$ cat config.mk
export PLATFORM = sky130hd
export DESIGN_NAME = writeback_arbiter
export DESIGN_NICKNAME = d
export VERILOG_FILES = /design/src/rtl/taiga_config.sv /design/src/rtl/taiga_types.sv /design/src/rtl/rr_priority_select.sv /design/src/rtl/writeback_arbiter.sv
export SDC_FILE = /design/constraint.sdc
export NUM_CORES = 1
export LEC_CHECK = 0
export CORE_MARGIN = 3
export CORE_UTILIZATION = 40
export CTS_BUF_LIST = sky130_fd_sc_hd__clkbuf_2
export DETAILED_ROUTE_END_ITERATION = 7
export GPL_TIMING_DRIVEN = 0
export HOLD_SLACK_MARGIN = 0.02
export PLACE_DENSITY = 0.83
export SLEW_MARGIN = 20
export SYNTH_ARGS = -nofsm -noshare
export SYNTH_HDL_FRONTEND = slang
export SYNTH_HIERARCHICAL = 1
export SYNTH_SLANG_ARGS = --single-unit
export TNS_END_PERCENT = 10
$ cat constraint.sdc
create_clock -name clk -period 3.5 [get_ports clk]
set_clock_uncertainty 0.15 [all_clocks]
set_input_delay 0.7 -clock clk [delete_from_list [all_inputs] [get_ports clk]]
set_output_delay 0.7 -clock clk [all_outputs]
set_load 0.02 [all_outputs]
$ cat src/rtl/taiga_config.sv
// Build-time sizing shared by the writeback path and its neighbours.
package taiga_config;
  localparam int XLEN               = 32;
  localparam int NUM_WB_UNITS       = 3;
  localparam int MAX_INFLIGHT_COUNT = 4;
endpackage

$ cat src/rtl/taiga_types.sv
// Shared types for instruction IDs, unit indices and writeback payloads.
package taiga_types;
  import taiga_config::*;

  typedef logic [$clog2(MAX_INFLIGHT_COUNT)-1:0] instruction_id_t;
  typedef logic [$clog2(NUM_WB_UNITS)-1:0]       unit_id_t;

  typedef struct packed {
    instruction_id_t  id;
    logic             done;
    logic [XLEN-1:0]  rd;
    logic [31:0]      pc;
  } unit_writeback_t;

  typedef struct packed {
    logic [4:0] rd_addr;
  } inflight_instruction_packet;
endpackage

$ cat src/rtl/rr_priority_select.sv
// Combinational round-robin one-hot select; priority starts just after last_grant
// and wraps, so N need not be a power of two.
module rr_priority_select #(
  parameter int N     = 3,
  parameter int IDX_W = 2
) (
  input  logic [N-1:0]     requests,
  input  logic [IDX_W-1:0] last_grant,
  output logic [N-1:0]     grant,
  output logic [IDX_W-1:0] grant_idx,
  output logic             grant_valid
);

  int               idx_wide;
  logic [IDX_W-1:0] idx;

  always_comb begin
    // NOTE: every output and temporary gets a default first, so no path leaves
    // a variable unassigned and no latch is inferred.
    grant       = '0;
    grant_idx   = '0;
    grant_valid = 1'b0;
    idx_wide    = 0;
    idx         = '0;
    for (int k = 1; k <= N; k++) begin
      // last_grant < N, so a single subtraction is enough to wrap.
      idx_wide = int'(last_grant) + k;
      if (idx_wide >= N) idx_wide = idx_wide - N;
      idx = IDX_W'(idx_wide);
      if (!grant_valid && requests[idx]) begin
        grant[idx]  = 1'b1;
        grant_idx   = idx;
        grant_valid = 1'b1;
      end
    end
  end

endmodule

$ cat src/rtl/writeback_arbiter.sv
// Round-robin arbiter for the single register-file write port, with the inflight
// ID->rd table and retire register. Optional trace: TAIGA_WB_CONTENTION_TRACE_EN.
module writeback_arbiter
  import taiga_types::*;
#(
  parameter int NUM_WB_UNITS       = taiga_config::NUM_WB_UNITS,
  parameter int MAX_INFLIGHT_COUNT = taiga_config::MAX_INFLIGHT_COUNT
) (
  input  logic                          clk,
  input  logic                          rst_n,
  input  logic                          issue_valid,
  input  instruction_id_t               issue_id,
  input  logic [4:0]                    issue_rd_addr,
  input  unit_writeback_t               unit_wb [NUM_WB_UNITS],
  output logic [NUM_WB_UNITS-1:0]       wb_ack,
  output logic                          rf_we,
  output logic [4:0]                    rf_rd_addr,
  output logic [taiga_config::XLEN-1:0] rf_data,
  output logic                          retire_valid,
  output instruction_id_t               retire_id,
  output logic [31:0]                   retire_pc,
  output unit_id_t                      retire_unit,
  output logic                          tr_wb_mux_contention
);

  inflight_instruction_packet inflight_table [MAX_INFLIGHT_COUNT];

  logic [NUM_WB_UNITS-1:0] requests;
  unit_id_t                last_grant;
  unit_id_t                grant_idx;
  logic                    grant_valid;
  instruction_id_t         winner_id;
  logic [4:0]              winner_rd_addr;

  always_comb begin
    requests = '0;
    for (int i = 0; i < NUM_WB_UNITS; i++) requests[i] = unit_wb[i].done;
  end

  rr_priority_select #(
    .N     (NUM_WB_UNITS),
    .IDX_W ($bits(unit_id_t))
  ) u_select (
    .requests    (requests),
    .last_grant  (last_grant),
    .grant       (wb_ack),
    .grant_idx   (grant_idx),
    .grant_valid (grant_valid)
  );

  assign winner_id      = unit_wb[grant_idx].id;
  assign winner_rd_addr = inflight_table[winner_id].rd_addr;

  // NOTE: the table is storage, not control state; it has no reset so it can map
  // to plain RAM, and every entry is written at issue before it is ever read.
  always_ff @(posedge clk) begin
    if (issue_valid) inflight_table[issue_id].rd_addr <= issue_rd_addr;
  end

  // NOTE: sequential state uses non-blocking assignments so every register
  // samples pre-edge values regardless of statement order.
  always_ff @(posedge clk or negedge rst_n) begin
    if (!rst_n) begin
      rf_we        <= 1'b0;
      retire_valid <= 1'b0;
      rf_rd_addr   <= '0;
      rf_data      <= '0;
      retire_id    <= '0;
      retire_pc    <= '0;
      retire_unit  <= '0;
      last_grant   <= unit_id_t'(NUM_WB_UNITS - 1);
    end else begin
      rf_we        <= 1'b0;
      retire_valid <= 1'b0;
      if (grant_valid) begin
        // x0 writes are dropped but the ID still retires.
        rf_we        <= (winner_rd_addr != 5'd0);
        retire_valid <= 1'b1;
        rf_rd_addr   <= winner_rd_addr;
        rf_data      <= unit_wb[grant_idx].rd;
        retire_id    <= winner_id;
        retire_pc    <= unit_wb[grant_idx].pc;
        retire_unit  <= grant_idx;
        last_grant   <= grant_idx;
      end
    end
  end

`ifdef TAIGA_WB_CONTENTION_TRACE_EN
  always_ff @(posedge clk or negedge rst_n) begin
    if (!rst_n) tr_wb_mux_contention <= 1'b0;
    else        tr_wb_mux_contention <= ($countones(requests) > 1);
  end
`else
  assign tr_wb_mux_contention = 1'b0;
`endif

endmodule

==> flow_summary.toml <==
[critical_path]
reg2reg_slack_ns = 0.14
cpPeakStageDelay_ns = 0.62
crit_required_ns = 3.81
slowest_stage = "dfstp_2"
crit_arrival_ns = 3.67
reg2regPathDepth = 13
endpoint_kind = "flip-flop"
cp_max_fo = 10
worstPathCellList = "inv_4 > ha_4 > buf_8 > nor3b_4 > a311oi_1 > a21oi_1 > buf_4 > buf_2 > buf_2 > mux2i_1 > nor2_1 > a21oi_1 > a21oi_1"
critPathKind = "reg -> reg"
r2r-end = "rf_data[22]"
rr_startpoint = "last_grant[1]"
cp_common_cell = "a21oi_1"
start_kind = "flip-flop"

[grt]
grt_pass1_wl_um = 27700
antenna_found_initial = 0
groute.usage.overall_pct = 24.4
globalRouteOverflowTotal = 0
grt_pass1_vias = 5185
grt_max_degree = 44

[power_and_ir_drop]
p_leak_nw = 3.53
powerDensity_nw_per_um2 = 1020
max-vdd-ir-drop_mv = 0.538

[cells_and_area]
nets = 1085
diodes = 0
layout-drive-gt1-share_pct = 8.13
finalCoreUtilization_pct = 67.7
syn2layout_area_growth_pct = 64.3
final_cells = 1045

[yosys]
ys_seq_area_share_pct = 47.8
synth_warnings = 6
synth-main-ff-cell = "dfrtp_1"
synth_edf_count = 20
syn_nets = 779
avgSynthCellArea_um2 = 9.32
syn-cell-area_um2 = 5240
synthCells = 562
synth-async-reset-ratio_pct = 79.2
ys_types = 45
ys_ff_latch = 96

[floorplanning]
start_util_pct = 41.2
rows = 41
dieWidth_um = 120
coreArea_um2 = 12700
die_area_um2 = 14500
ios = 290
fp.dieH_um = 120

[clocking]
cts-root-buf = "clkbuf_2"
path_clk_slew_ns = 0.26
cts_tree = "built"
clkLatencyLatePin_ns = 0.57
clkSinkCount = 96
htree_levels = 3
cts_max_path_buffers = 2
cts_buffers = 9

[run]
drv_cap = 0

[sta]
finalSetupViolCount = 0
max_freq_ghz = 0.298
finalCriticalPeriod_ns = 3.36
finalHoldViolCount = 0
finalCritPeriodShare_pct = 95.9
worstMarginPinSlew_ns = 0.802
rsz0062_at_grt = "true"
maxSlewHeadroom_pct = 46.4
drv_slew = 0

[detailed_routing]
routed_wl_um = 18300
avgRoutedWirePerCell_um = 17.5
drc = 0
ant_nets = 0
first_pass_iters = 5
vias = 5300
first_iter_violations = 349
drt-vias-per-instance = 5.07

[placement]
place.port_buffers = 288
placedCellCount = 1023
gp_congestion = 0.869
dp_hpwl_um = 14300

[outcome]
outcome = "finished, final reports clean"

[min_path]
hp-class = "reg -> reg"
min_from = "rf_rd_addr[0]"
hold_path_end = "rf_rd_addr[0]"
whs_path_depth = 2
==> what timing repair did <==
item | CTS | global route
endpoints found under the setup margin | 62 | 75
pin swaps | 0 | 3
hold endpoints to repair | 33 | 0
hold buffers | 1 | 0
gates resized for setup | 19 | 17
buffers inserted | 2 | 3
==> stage by stage <==
| step | worst slack, ns | power [mW] | cell area [um2] | setup TNS [ns] | hold slack [ns] |
|---|---|---|---|---|---|
| 5_1_grt | -0.0543 | 9.52 | 8610 | -0.168 | 0.357 |
| 6_report | 0.144 | 8.81 | 8610 | 0 | 0.377 |
| 4_1_cts | -0.0162 | 8.74 | 8520 | -0.0162 | 0.378 |
| 2_1_floorplan | 0.493 | 5.83 | 5240 | 0 | 0.254 |
| 3_5_place_dp | -0.467 | 8.10 | 8360 | -22.68 | 0.328 |
| 3_3_place_gp | -1.20 | 7.98 | 8340 | -111.14 | 0.323 |
==> worst max-delay path by stage <==
stage,slack [ns],end,start,depth (start not counted)
4_1_cts,-0.02,wb_ack[0],last_grant[1],8
3_5_place_dp,-0.47,retire_pc[1],unit_wb[198],10
6_report,0.14,rf_data[22],last_grant[1],13
2_1_floorplan,0.49,rf_we,last_grant[0],12
3_3_place_gp,-1.20,rf_we,rst_n,1
5_1_grt,-0.05,rf_we,last_grant[0],12
==> synth_stat cells, drive strengths merged (2+ instances only) <==
library cell    n  area share [%]
nor2          135             9.7
nand2           7            0.50
a32oi           3            0.50
inv            14             1.0
nor3b           2            0.50
o21ai          11             1.6
nor2b           2            0.24
o211ai          8             1.1
a21oi         135              13
mux2i          76              15
clkbuf         23             1.6
a22oi           2            0.38
nand3           4            0.48
buf            19             1.9
edfxtp         20              11
ha              6             1.4
dfrtp          75              36
mux2            5             1.1
==> logic make-up (layout without fill, tap and decap cells) <==
kind of cell / count (synthesis) / after routing / share of synthesized area [%]
and+or+nand+nor: 154 / 154 / 12.0
DFF: 96 / 96 / 47.8
adders and majority gates: 6 / 6 / 1.43
buffers and inverters: 56 / 367 / 4.59
muxes: 81 / 81 / 15.7
other: 1 / 1 / 0.0716
AOI/OAI and AO/OA: 168 / 168 / 18.4
==> layer usage <==
metal  share of wire (%)  GRT usage [%]  vias to the layer above
li1                    -              -                     2574
met1                  39           29.2                     2492
met2                  50           42.7                      206
met3                 8.8           7.30                       28
met4                 1.9           6.87                        0
met5                   0              0                        -
==> sequential cells by signal, summed over array words and instances, names as in the netlist <==
register	count
last_grant	2
retire_id	2
rf_rd_addr	5
retire_pc	32
rf_data	32
rf_we	1
inflight_table	20
retire_unit	1
retire_valid	1
==> layout by cell type, fill, tap and decap left out, types with 10 or more instances in the layout <==
cell	count
a21oi_1	134
buf_2	10
buf_4	10
clkbuf_1	16
clkbuf_2	19
clkdlybuf4s50_1	284
dfrtp_1	74
edfxtp_1	20
inv_1	12
mux2i_1	75
nor2_1	135
==> power breakdown <==
part / switching, mW / internal, mW / leakage, nW
logic: 3.55 / 2.70 / 2.38
registers: 0.250 / 1.68 / 1.07
clock network: 0.383 / 0.242 / 0.0787
==> worst max-delay path, delay by kind of cell (launching register included) <==
| family | cells | cell delay [ns] |
|---|---|---|
| flops | 1 | 0.62 |
| compound gates | 4 | 0.52 |
| fa+ha+maj | 1 | 0.25 |
| simple gates | 2 | 0.36 |
| buf+inv | 5 | 1.05 |
| mux | 1 | 0.29 |
==> layout make-up <==
type / count / area, um2
Tap cell: 172 / 215
Buffer: 42 / 203
Fill cell: 1055 / 4120
Multi-Input combinational cell: 410 / 2530
Clock inverter: 6 / 92.6
Clock buffer: 10 / 50.0
Timing Repair Buffer: 295 / 2950
Inverter: 14 / 58.8
Sequential cell: 96 / 2500
Power figures use the tool's default switching activity.
